**src/rtl/studio2_keypad.sv**
```systemverilog
// studio2_keypad: decodes PS/2 make/break events and external key levels into
// a per-pad 16-key held bitmap. It also latches the CPU key select and drives
// the active-low per-pad EF flags for the selected key.
// Latency: PS/2 toggle to ef_n is 2 cycles, OUT strobe to key_sel is 1 cycle,
// and ext_keys to ef_n is 3 cycles.
// Backpressure: none; every input event is consumed in the cycle it is seen.
// Ports: clk_sys/reset_n (async active-low); ps2_key {toggle,pressed,ext,code};
//   ext_keys (pad p key k at bit p*16+k); io_out/io_n/io_dout (CPU OUT bus);
//   key_sel, ef_n, key_any and pad_state are registered outputs.
// Optional feature: define STUDIO2_KEY_STRETCH_EN to keep short taps visible
//   for at least MIN_HOLD cycles.
module studio2_keypad #(
  parameter int         NUM_PADS = 2,
  parameter int         MIN_HOLD = 65536,
  parameter logic [2:0] SEL_PORT = 3'd2
) (
  input  logic                  clk_sys,
  input  logic                  reset_n,
  input  logic [10:0]           ps2_key,
  input  logic [16*NUM_PADS-1:0] ext_keys,
  input  logic                  io_out,
  input  logic [2:0]            io_n,
  input  logic [7:0]            io_dout,
  output logic [3:0]            key_sel,
  output logic [NUM_PADS-1:0]   ef_n,
  output logic [NUM_PADS-1:0]   key_any,
  output logic [16*NUM_PADS-1:0] pad_state
);

  localparam int PW = 16 * NUM_PADS;

  // Top-row keys feed pad 0. The result is {hit, key}.
  function automatic logic [4:0] map_pad0(input logic [7:0] c);
    case (c)
      8'h45: map_pad0 = 5'h10;  8'h16: map_pad0 = 5'h11;
      8'h1E: map_pad0 = 5'h12;  8'h26: map_pad0 = 5'h13;
      8'h25: map_pad0 = 5'h14;  8'h2E: map_pad0 = 5'h15;
      8'h36: map_pad0 = 5'h16;  8'h3D: map_pad0 = 5'h17;
      8'h3E: map_pad0 = 5'h18;  8'h46: map_pad0 = 5'h19;
      8'h1C: map_pad0 = 5'h1A;  8'h32: map_pad0 = 5'h1B;
      8'h21: map_pad0 = 5'h1C;  8'h23: map_pad0 = 5'h1D;
      8'h24: map_pad0 = 5'h1E;  8'h2B: map_pad0 = 5'h1F;
      default: map_pad0 = 5'h00;
    endcase
  endfunction

  // Numeric keypad feeds pad 1 with digits only.
  function automatic logic [4:0] map_pad1(input logic [7:0] c);
    case (c)
      8'h70: map_pad1 = 5'h10;  8'h69: map_pad1 = 5'h11;
      8'h72: map_pad1 = 5'h12;  8'h7A: map_pad1 = 5'h13;
      8'h6B: map_pad1 = 5'h14;  8'h73: map_pad1 = 5'h15;
      8'h74: map_pad1 = 5'h16;  8'h6C: map_pad1 = 5'h17;
      8'h75: map_pad1 = 5'h18;  8'h7D: map_pad1 = 5'h19;
      default: map_pad1 = 5'h00;
    endcase
  endfunction

  logic          r_tog;
  logic [31:0]   r_ps2, w_ps2_nxt;
  logic [PW-1:0] r_ext1, r_ext2, w_ps2_pad, w_eff;
  logic [3:0]    r_key_sel;
  logic [NUM_PADS-1:0] r_ef_n, r_key_any, w_ef_nxt, w_any_nxt;
  logic [PW-1:0] r_pad_state;
  logic [4:0]    w_m0, w_m1;
  logic [3:0]    w_key [2];
  logic [1:0]    w_hit;
  logic          w_evt;
  logic          w_unused;

  // Extended (E0-prefixed) events only advance the toggle tracker.
  assign w_evt    = (ps2_key[10] != r_tog) & ~ps2_key[8];
  assign w_m0     = map_pad0(ps2_key[7:0]);
  assign w_m1     = map_pad1(ps2_key[7:0]);
  assign w_key[0] = w_m0[3:0];
  assign w_key[1] = w_m1[3:0];
  assign w_hit[0] = w_evt & w_m0[4];
  assign w_hit[1] = w_evt & w_m1[4] & (NUM_PADS > 1);
  assign w_unused = ^{io_dout[7:4], (MIN_HOLD > 0)};

`ifdef STUDIO2_KEY_STRETCH_EN
  localparam int CW = $clog2(MIN_HOLD + 1);
  logic [CW-1:0] r_cnt [2];
  logic [CW-1:0] w_cnt_nxt [2];
  logic [3:0]    r_skey [2];
  logic [3:0]    w_skey_nxt [2];
  logic [1:0]    r_pend, w_pend_nxt;
`endif

  always_comb begin
    w_ps2_nxt = r_ps2;
`ifdef STUDIO2_KEY_STRETCH_EN
    for (int p = 0; p < 2; p++) begin
      w_cnt_nxt[p]  = (r_cnt[p] != '0) ? r_cnt[p] - CW'(1) : '0;
      w_skey_nxt[p] = r_skey[p];
      w_pend_nxt[p] = r_pend[p];
      // The counter reaches zero at this edge, so the deferred release lands now.
      if (r_pend[p] && r_cnt[p] == CW'(1)) begin
        w_ps2_nxt[p*16 + int'(r_skey[p])] = 1'b0;
        w_pend_nxt[p] = 1'b0;
      end
      if (w_hit[p]) begin
        if (ps2_key[9]) begin
          // A new key flushes the old key's pending release. A re-make of
          // the same key simply cancels that release.
          if (r_pend[p] && r_skey[p] != w_key[p])
            w_ps2_nxt[p*16 + int'(r_skey[p])] = 1'b0;
          w_ps2_nxt[p*16 + int'(w_key[p])] = 1'b1;
          w_cnt_nxt[p]  = CW'(MIN_HOLD);
          w_skey_nxt[p] = w_key[p];
          w_pend_nxt[p] = 1'b0;
        end else if (w_key[p] == r_skey[p] && r_cnt[p] > CW'(1)) begin
          w_pend_nxt[p] = 1'b1;
        end else begin
          w_ps2_nxt[p*16 + int'(w_key[p])] = 1'b0;
        end
      end
    end
`else
    for (int p = 0; p < 2; p++) begin
      if (w_hit[p]) w_ps2_nxt[p*16 + int'(w_key[p])] = ps2_key[9];
    end
`endif
  end

  generate
    if (NUM_PADS <= 2) begin : g_ps2_narrow
      assign w_ps2_pad = r_ps2[PW-1:0];
    end else begin : g_ps2_wide
      assign w_ps2_pad = {{(PW-32){1'b0}}, r_ps2};
    end
  endgenerate

  assign w_eff = w_ps2_pad | r_ext2;

  always_comb begin
    w_ef_nxt  = '1;
    w_any_nxt = '0;
    for (int p = 0; p < NUM_PADS; p++) begin
      w_ef_nxt[p]  = ~w_eff[p*16 + int'(r_key_sel)];
      w_any_nxt[p] = |w_eff[p*16 +: 16];
    end
  end

  always_ff @(posedge clk_sys or negedge reset_n) begin
    if (!reset_n) begin
      r_tog       <= 1'b0;
      r_ps2       <= '0;
      r_ext1      <= '0;
      r_ext2      <= '0;
      r_key_sel   <= '0;
      r_ef_n      <= '1;
      r_key_any   <= '0;
      r_pad_state <= '0;
`ifdef STUDIO2_KEY_STRETCH_EN
      for (int p = 0; p < 2; p++) begin
        r_cnt[p]  <= '0;
        r_skey[p] <= '0;
      end
      r_pend <= '0;
`endif
    end else begin
      r_tog       <= ps2_key[10];
      r_ps2       <= w_ps2_nxt;
      r_ext1      <= ext_keys;
      r_ext2      <= r_ext1;
      r_pad_state <= w_eff;
      r_ef_n      <= w_ef_nxt;
      r_key_any   <= w_any_nxt;
      if (io_out && io_n == SEL_PORT) r_key_sel <= io_dout[3:0];
`ifdef STUDIO2_KEY_STRETCH_EN
      for (int p = 0; p < 2; p++) begin
        r_cnt[p]  <= w_cnt_nxt[p];
        r_skey[p] <= w_skey_nxt[p];
      end
      r_pend <= w_pend_nxt;
`endif
    end
  end

  assign key_sel   = r_key_sel;
  assign ef_n      = r_ef_n;
  assign key_any   = r_key_any;
  assign pad_state = r_pad_state;

endmodule

```
**config.mk**
```make
export PLATFORM = sky130hd
export DESIGN_NAME = studio2_keypad
export DESIGN_NICKNAME = d
export VERILOG_FILES = /design/src/rtl/studio2_keypad.sv
export SDC_FILE = /design/constraint.sdc
export NUM_CORES = 1
export LEC_CHECK = 0
export ABC_AREA = 1
export ABC_CLOCK_PERIOD_IN_PS = 4000
export BUFFER_PORTS_ARGS = -buffer_cell sky130_fd_sc_hd__buf_2
export CAP_MARGIN = 10
export CORE_ASPECT_RATIO = 1.75
export CORE_MARGIN = 2
export CORE_UTILIZATION = 30
export CTS_CLUSTER_SIZE = 28
export DETAILED_ROUTE_END_ITERATION = 10
export SYNTH_ARGS = -nofsm -noshare
export SYNTH_HDL_FRONTEND = slang
export SYNTH_SLANG_ARGS = --single-unit
```
**constraint.sdc**
```tcl
create_clock -name clk_sys -period 4 [get_ports clk_sys]
set_input_delay 0.4 -clock clk_sys [delete_from_list [all_inputs] [get_ports clk_sys]]
set_output_delay 0.4 -clock clk_sys [all_outputs]
set_load 0.01 [all_outputs]
```
==> flow_summary.yaml, run 1 <==
clocking:
  cts.repair.resized: 0
  cts_buffers: 17
  postCtsSetupRepairBufs: 0
  cts.sink_count: 137
  clock_latency_ns: 0.41
  cts_tree: "yes"
  clockRootBuffer: "clkbuf_16"
  clk_path_buf_depth: 2
  clk_pin_slew_ns: 0.06
  cts_max_level: 4
  cts_hold_repair.buffers: 0
yosys:
  yosys.area.top_type: "dfrtp_1"
  synth_area_sq_um: 5200
  syn_area_per_cell_sq_um: 9.683
  yosys_warnings: 0
  netlist_instances: 537
  ys_seq_area_share_pct: 65.98
  synth_seq_cells: 137
  syn-num-nets: 594
  synth_cell_types: 26
  yosysTopAreaCellShare_pct: 64.97
  synthTopCellsByArea: "dfrtp_1 65%, nand2_1 8.9%, nor2_1 5.1%, nand3_1 4.1%, inv_1 3.4%"
drt:
  routed_wl_um: 11940
  initialDrtViolationCount: 228
  routedWlPerCell_um: 13.69
  drc: 0
  drtPass1Iterations: 4
  final_antenna_net_count: 0
  drt-vias-per-instance: 4.296
  via_count: 3746
cells_and_area:
  stdcell_area_sq_um: 6540
  final_util_pct: 38.59
  final-seq-area_sq_um: 3431
  diodes: 0
  final_common_cell: "dfrtp_1"
  filler_cell_count: 1709
  final_cell_mix: "135 x dfrtp_1, 123 x nand2_1, 91 x buf_2, 70 x nor2_1, 47 x inv_1"
  area.growth.synth_to_final_pct: 25.77
  fin_cells: 872
  nNetsFinal: 690
  multiInputGateArea_sq_um: 1466
  drive_gt1_share_pct: 25.12
sta:
  slew_violations: 0
  timing.final.crit_share_pct: 46.14
  timing.fmax_ghz: 0.5419
  tightestPinTransition_ns: 0.8261
  fin_skew_ns: 0.007620
  setup_viol: 0
  finalHoldViolations: 0
  fin_crit_ns: 1.845
  setup_tns_ns: 0
  relSlewSlack_pct: 44.93
  rsz0062_at_grt: "false"
critical_path:
  crit_fanout: 30
  endpoint_kind: "flip-flop"
  worstPathArrival_ns: 2.15
  start_kind: "flip-flop"
  crit_required_ns: 4.30
  path_class: "reg2reg"
job:
  maxCapViolCount: 0
die:
  die_y_um: 178.2
  ios: 97
  core-area_sq_um: 16950
  start_util_pct: 30.68
  die_area_sq_um: 18440
  die_w_um: 103.5
  row_count: 63
global_route:
  antenna_found_initial: 0
  grt_overflow: 0
  grt_pass1_vias: 3799
  grt_pass1_wl_um: 19330
  grt_usage_pct: 14.00
  grt_max_degree: 92
pwr:
  power.density_nw_per_um2: 534.3
  p_leak_nw: 3.294
  peakVddDrop_v: 0.0002543
hold_path:
  hold_path.class: "in2async"
placement:
  placement.cell_area_sq_um: 5881
  dp.cells: 841
  port_buffers: 92
  globalplace.congestion: 0.8487
  place_hpwl_um: 9038
outcome:
  outcome: "finished clean"
[registers in the layout, summed over array words and instances (netlist names)]
| signal | cells |
|---|---|
| r_ps2 | 32 |
| pad_state | 32 |
| r_ext2 | 32 |
| key_sel | 4 |
| r_tog | 1 |
| r_ext1 | 32 |
| ef_n | 2 |
| key_any | 2 |
[power by group]
| part | switching (mW) | leakage (nW) | internal (mW) | total [mW] |
|---|---|---|---|---|
| Sequential | 0.0459 | 1.63 | 1.46 | 1.51 |
| Combinational | 0.176 | 1.34 | 0.0933 | 0.270 |
| Clock | 0.563 | 0.318 | 1.15 | 1.72 |
| Total | 0.786 | 3.29 | 2.71 | 3.49 |
[layout make-up]
cell class / count / share of cell area [%]
Timing Repair Buffer: 95 / 7.480
Inverter: 56 / 3.214
Clock buffer: 20 / 7.136
Clock inverter: 11 / 2.946
Tap cell: 227 / 4.343
Sequential cell: 137 / 52.46
Multi-Input combinational cell: 326 / 22.42
[routing by layer]
layer | up-vias | wire length, um | GRT usage, % | part of all wire [%]
li1 | 1888 | - | - | -
met1 | 1745 | 4694 | 14.82 | 39
met2 | 91 | 6483 | 25.72 | 54
met3 | 22 | 440 | 3.398 | 3.7
met4 | 0 | 323 | 7.320 | 2.7
met5 | - | 0 | 0 | 0
[per-stage QoR]
| stage | setup slack, ns | hold WS [ns] | power, mW |
|---|---|---|---|
| finish | 2.155 | 0.02453 | 3.495 |
| global placement | 1.811 | 0.3335 | 1.806 |
| detailed placement | 1.766 | 0.3347 | 1.810 |
| floorplan | 2.432 | 0.1044 | 1.663 |
| global route | 1.905 | 0.07016 | 3.634 |
| CTS | 2.124 | 0.06473 | 3.536 |
[worst paths after layout]
check / slack (ns) / endpoint / cells past startpoint / from
worst max-delay path: 2.15 / r_ps2[6]$_DFFE_PN0P_ / 9 / r_tog$_DFF_PN0_
worst min-delay path: 0.02 / r_ext1[12]$_DFF_PN0_ / 1 / reset_n
worst max register to register: 2.15 / r_ps2[6]$_DFFE_PN0P_ / 9 / r_tog$_DFF_PN0_
worst min register to register: 0.34 / r_ext2[17]$_DFF_PN0_ / 0 / r_ext1[17]$_DFF_PN0_
max in group asynchronous: 3.05 / ef_n[1]$_DFF_PN1_ / 2 / reset_n
min in group clk_sys: 0.08 / r_ext1[18]$_DFF_PN0_ / 1 / ext_keys[18]
[logic make-up (layout without fill, tap and decap cells)]
group	Yosys count	in the layout	share of synthesized area, %
AND/OR/NAND/NOR	284	284	24.09
flip-flops	137	137	65.98
buffers and inverters	74	182	5.823
AO/OA/AOI/OAI	42	42	4.115
[synth_stat cells]
library cell and n:
dfrtp_1 135, nand2_1 123, nor2_1 70, inv_1 47
nand3_1 43, a21oi_1 21, o21ai_0 18, clkbuf_1 12
or2_2 10, nand4_1 9, inv_2 8, nor4_1 8
nor2_2 7, nor3_1 5, nand2_2 4, buf_2 2
buf_4 2, buf_6 2, dfstp_2 2, nor2_4 2
o21ai_1 2, clkinv_1 1, nand2_4 1, nor2b_1 1
nor3_2 1, o21ai_2 1
[worst max-delay path, stage by stage, from the launching register on]
cell and delay, ns:
dfrtp_1 0.38, nand2_1 0.06, inv_1 0.03, nor3_1 0.15, buf_4 0.24, inv_1 0.12, nor2_4 0.49, nand2_1 0.12
nand2_1 0.09, nand2_1 0.04
Note: power is estimated with default switching activity, not from simulation.
==> run 2: changes to the inputs <==
--- a/config.mk
+++ b/config.mk
@@ -5,8 +5,8 @@
 export SDC_FILE = /design/constraint.sdc
 export NUM_CORES = 1
 export LEC_CHECK = 0
-export ABC_AREA = 1
-export ABC_CLOCK_PERIOD_IN_PS = 4000
+export ABC_AREA = 0
+export ABC_CLOCK_PERIOD_IN_PS = 1600
 export BUFFER_PORTS_ARGS = -buffer_cell sky130_fd_sc_hd__buf_2
 export CAP_MARGIN = 10
 export CORE_ASPECT_RATIO = 1.75
==> constraint.sdc (replaced) <==
create_clock -name clk_sys -period 1.6 [get_ports clk_sys]
set_input_delay 0.16 -clock clk_sys [delete_from_list [all_inputs] [get_ports clk_sys]]
set_output_delay 0.16 -clock clk_sys [all_outputs]
set_load 0.01 [all_outputs]
==> run 2 against run 1 <==
The flow now finishes with violations (setup timing). Via count down 0.35%. Critical path depth down 3. Synthesized area up 1.3%. Flip-flop and latch count unchanged. Total power up 150%. Register-to-register slack worse by 2.4 ns. Sequential power rose to 2.5 times the previous value. Die area up 1.3%. Global-route usage up 1.2 points. Sequential share of layout area down 8.7 points. First-iteration DRC count down 51%.
==> flow_summary.yaml, run 2 <==
yosys:
  yosys_warnings: 0
  synth_area_sq_um: 5270
  netlist_instances: 399
  syn_area_per_cell_sq_um: 13.21
  syn-num-nets: 456
  ys_top_cells_by_count: "135 x dfrtp_1, 47 x nor2_1, 35 x inv_1"
  yosys.area.top_type: "dfrtp_1"
  yosys.cell_count.top_type: "dfrtp_1"
  yosysTopAreaCellShare_pct: 64.10
  synth-edff-count: 0
  synth_cell_types: 52
  synth-main-ff-cell: "dfrtp_1"
  synthTopCellsByArea: "dfrtp_1 64%, mux2_2 4.9%, mux4_2 4.3%, nor2_1 3.3%, inv_1 2.5%"
  synth_seq_cells: 137
  ys_seq_area_share_pct: 65.10
  async_flop_share_pct: 100.0
critical_path:
  start_kind: "flip-flop"
  reg2reg_from: "r_tog$_DFF_PN0_"
  slowest_stage: "dfrtp_1"
  crit_required_ns: 1.90
  r2r_cells: 6
  ff2ff_setup_slack_ns: -0.22
  crit_fanout: 2
  path_class: "reg2reg"
  endpoint_kind: "flip-flop"
  worstPathArrival_ns: 2.12
  max_stage_delay_ns: 0.37
  cp_cell_sequence: "xor2_1 -> nor2b_4 -> nand2_2 -> or3_4 -> nor3_4 -> mux2_4"
  r2r_end: "r_ps2[12]$_DFFE_PN0P_"
drt:
  final_antenna_net_count: 0
  drc: 0
  routed_wl_um: 13400
  routedWlPerCell_um: 15.80
  drtPass1Iterations: 6
  via_count: 3733
  initialDrtViolationCount: 111
  drt-vias-per-instance: 4.402
sta:
  tightestPinTransition_ns: 0.4994
  timing.final.crit_share_pct: 114.0
  setup_ws_ns: -0.2241
  setup_tns_ns: -2.891
  relSlewSlack_pct: 66.55
  timing.fmax_ghz: 0.5482
  slew_violations: 0
  fin_skew_ns: 0.009022
  setup_viol: 24
  rsz0062_at_grt: "true"
  fin_crit_ns: 1.824
  finalHoldViolations: 0
pwr:
  seqPwrFrac_pct: 44.0
  total_power_mw: 8.605
  p_leak_nw: 3.646
  power.density_nw_per_um2: 1097
  p_int_mw: 6.438
  power_switching_mw: 2.167
  p_comb_share_pct: 13.2
  swShare_pct: 25.18
  peakVddDrop_v: 0.0005845
  clkPwrFrac_pct: 42.8
die:
  core-area_sq_um: 17380
  ios: 97
  start_util_pct: 30.33
  row_count: 64
  die_y_um: 179.3
  die_area_sq_um: 18680
  die_w_um: 104.2
global_route:
  grt_overflow: 0
  antenna_found_initial: 0
  grt_pass1_vias: 4112
  grt_max_degree: 45
  grt_pass1_wl_um: 21290
  grt_usage_pct: 15.15
placement:
  port_buffers: 92
  place_hpwl_um: 9894
  globalplace.congestion: 0.8294
clocking:
  cts_max_level: 4
  cts_tree: "yes"
  clockRootBuffer: "clkbuf_16"
  cts.sink_count: 137
  clk_path_buf_depth: 2
  clock_latency_ns: 0.42
  clk_pin_slew_ns: 0.06
  cts_buffers: 17
outcome:
  violations: "setup timing"
  outcome: "finished, violations left"
cells_and_area:
  filler_cell_count: 1588
  final_common_cell: "dfrtp_1"
  area.growth.synth_to_final_pct: 48.81
  final_util_pct: 45.13
  drive_gt1_share_pct: 47.33
  final_cell_mix: "135 x dfrtp_1, 85 x buf_2, 65 x buf_4, 42 x nor2_1, 38 x dlygate4sd3_1"
  nNetsFinal: 661
  diodes: 0
hold_path:
  hold_path.class: "in2async"
job:
  maxCapViolCount: 0
run 2: cell count changes after synthesis, moves of 12 or more:
cell	before	now
mux2_2	0	23
a21oi_1	21	3
nand3_1	43	8
nand2_1	123	16
o21ai_0	18	6
nor2_1	70	47
inv_1	47	35
run 2: what timing repair did:
action / in CTS / in global routing
hold buffers: 38 / 0
hold endpoints to repair: 75 / 0
setup endpoints to repair: 25 / 28
buffers inserted: 8 / 4
pin swaps: 27 / 11
resized for setup: 59 / 20
gates cloned: 0 / 0
run 2: worst max-delay path by stage:
stage,startpoint,endpoint,slack (ns),depth (start not counted)
2_1_floorplan,ps2_key[5],r_ps2[2]$_DFFE_PN0P_,-0.35,8
3_3_place_gp,ps2_key[4],r_ps2[16]$_DFFE_PN0P_,-0.58,8
3_5_place_dp,ps2_key[4],r_ps2[16]$_DFFE_PN0P_,-0.61,8
4_1_cts,r_tog$_DFF_PN0_,r_ps2[12]$_DFFE_PN0P_,-0.24,6
5_1_grt,r_tog$_DFF_PN0_,r_ps2[6]$_DFFE_PN0P_,-0.27,7
6_report,r_tog$_DFF_PN0_,r_ps2[12]$_DFFE_PN0P_,-0.22,6
run 2: cell type report:
| type | instances | area [sq um] | area share (%) |
|---|---|---|---|
| flip-flops and latches | 137 | 3431 | 43.75 |
| multi-input cells | 203 | 1851 | 23.60 |
| repair buffers | 210 | 1585 | 20.21 |
| clock buffers | 19 | 432.9 | 5.520 |
| well taps | 231 | 289.0 | 3.685 |
| inverters | 35 | 131.4 | 1.675 |
| clock inverters | 13 | 122.6 | 1.564 |
run 2: cells by family (layout without fill, tap and decap cells):
logic type             count (synthesis)  in the layout  synth area share, %
AO/OA/AOI/OAI                         21             21                3.656
buffers and inverters                 59            277                5.461
flip-flops                           137            137                65.10
AND/OR/NAND/NOR                      137            137                14.10
XOR/XNOR                               4              4               0.6649
multiplexers                          41             41                11.02
run 2: power groups by stage:
| stage | Sequential, mW | Combinational (mW) | Clock [mW] |
|---|---|---|---|
| 3_5_place_dp | 3.84 | 0.992 | 0 |
| 2_1_floorplan | 3.86 | 0.447 | 0 |
| 5_1_grt | 3.80 | 1.23 | 3.92 |
| 4_1_cts | 3.78 | 1.13 | 3.75 |
| 6_report | 3.78 | 1.14 | 3.69 |
| 3_3_place_gp | 3.84 | 0.974 | 0 |
run 2: critical path, delay by kind of cell (launching register included):
kind	cells	cell delay, ns
simple gates	4	0.87
flops	1	0.37
mux	1	0.32
xor+xnor	1	0.16
run 2: per-layer routing:
layer	GRT usage, %	vias up	share of wire (%)	wire [um]
met4	8.615	0	3.8	514
met5	0	-	0	0
li1	-	1758	-	-
met2	30.07	81	59	7864
met1	14.43	1859	35	4677
met3	2.857	35	2.5	338
run 2: metrics by stage:
step / hold slack (ns) / setup WS [ns] / area (sq um) / std cells
finish: 0.2471 / -0.2241 / 7843 / 848
global route: 0.2369 / -0.2707 / 7843 / 848
CTS: 0.2300 / -0.2439 / 7724 / 844
detailed placement: 0.1206 / -0.6102 / 6481 / 766
global placement: 0.1207 / -0.5823 / 6481 / 766
floorplan: -0.1356 / -0.3461 / 5345 / 399
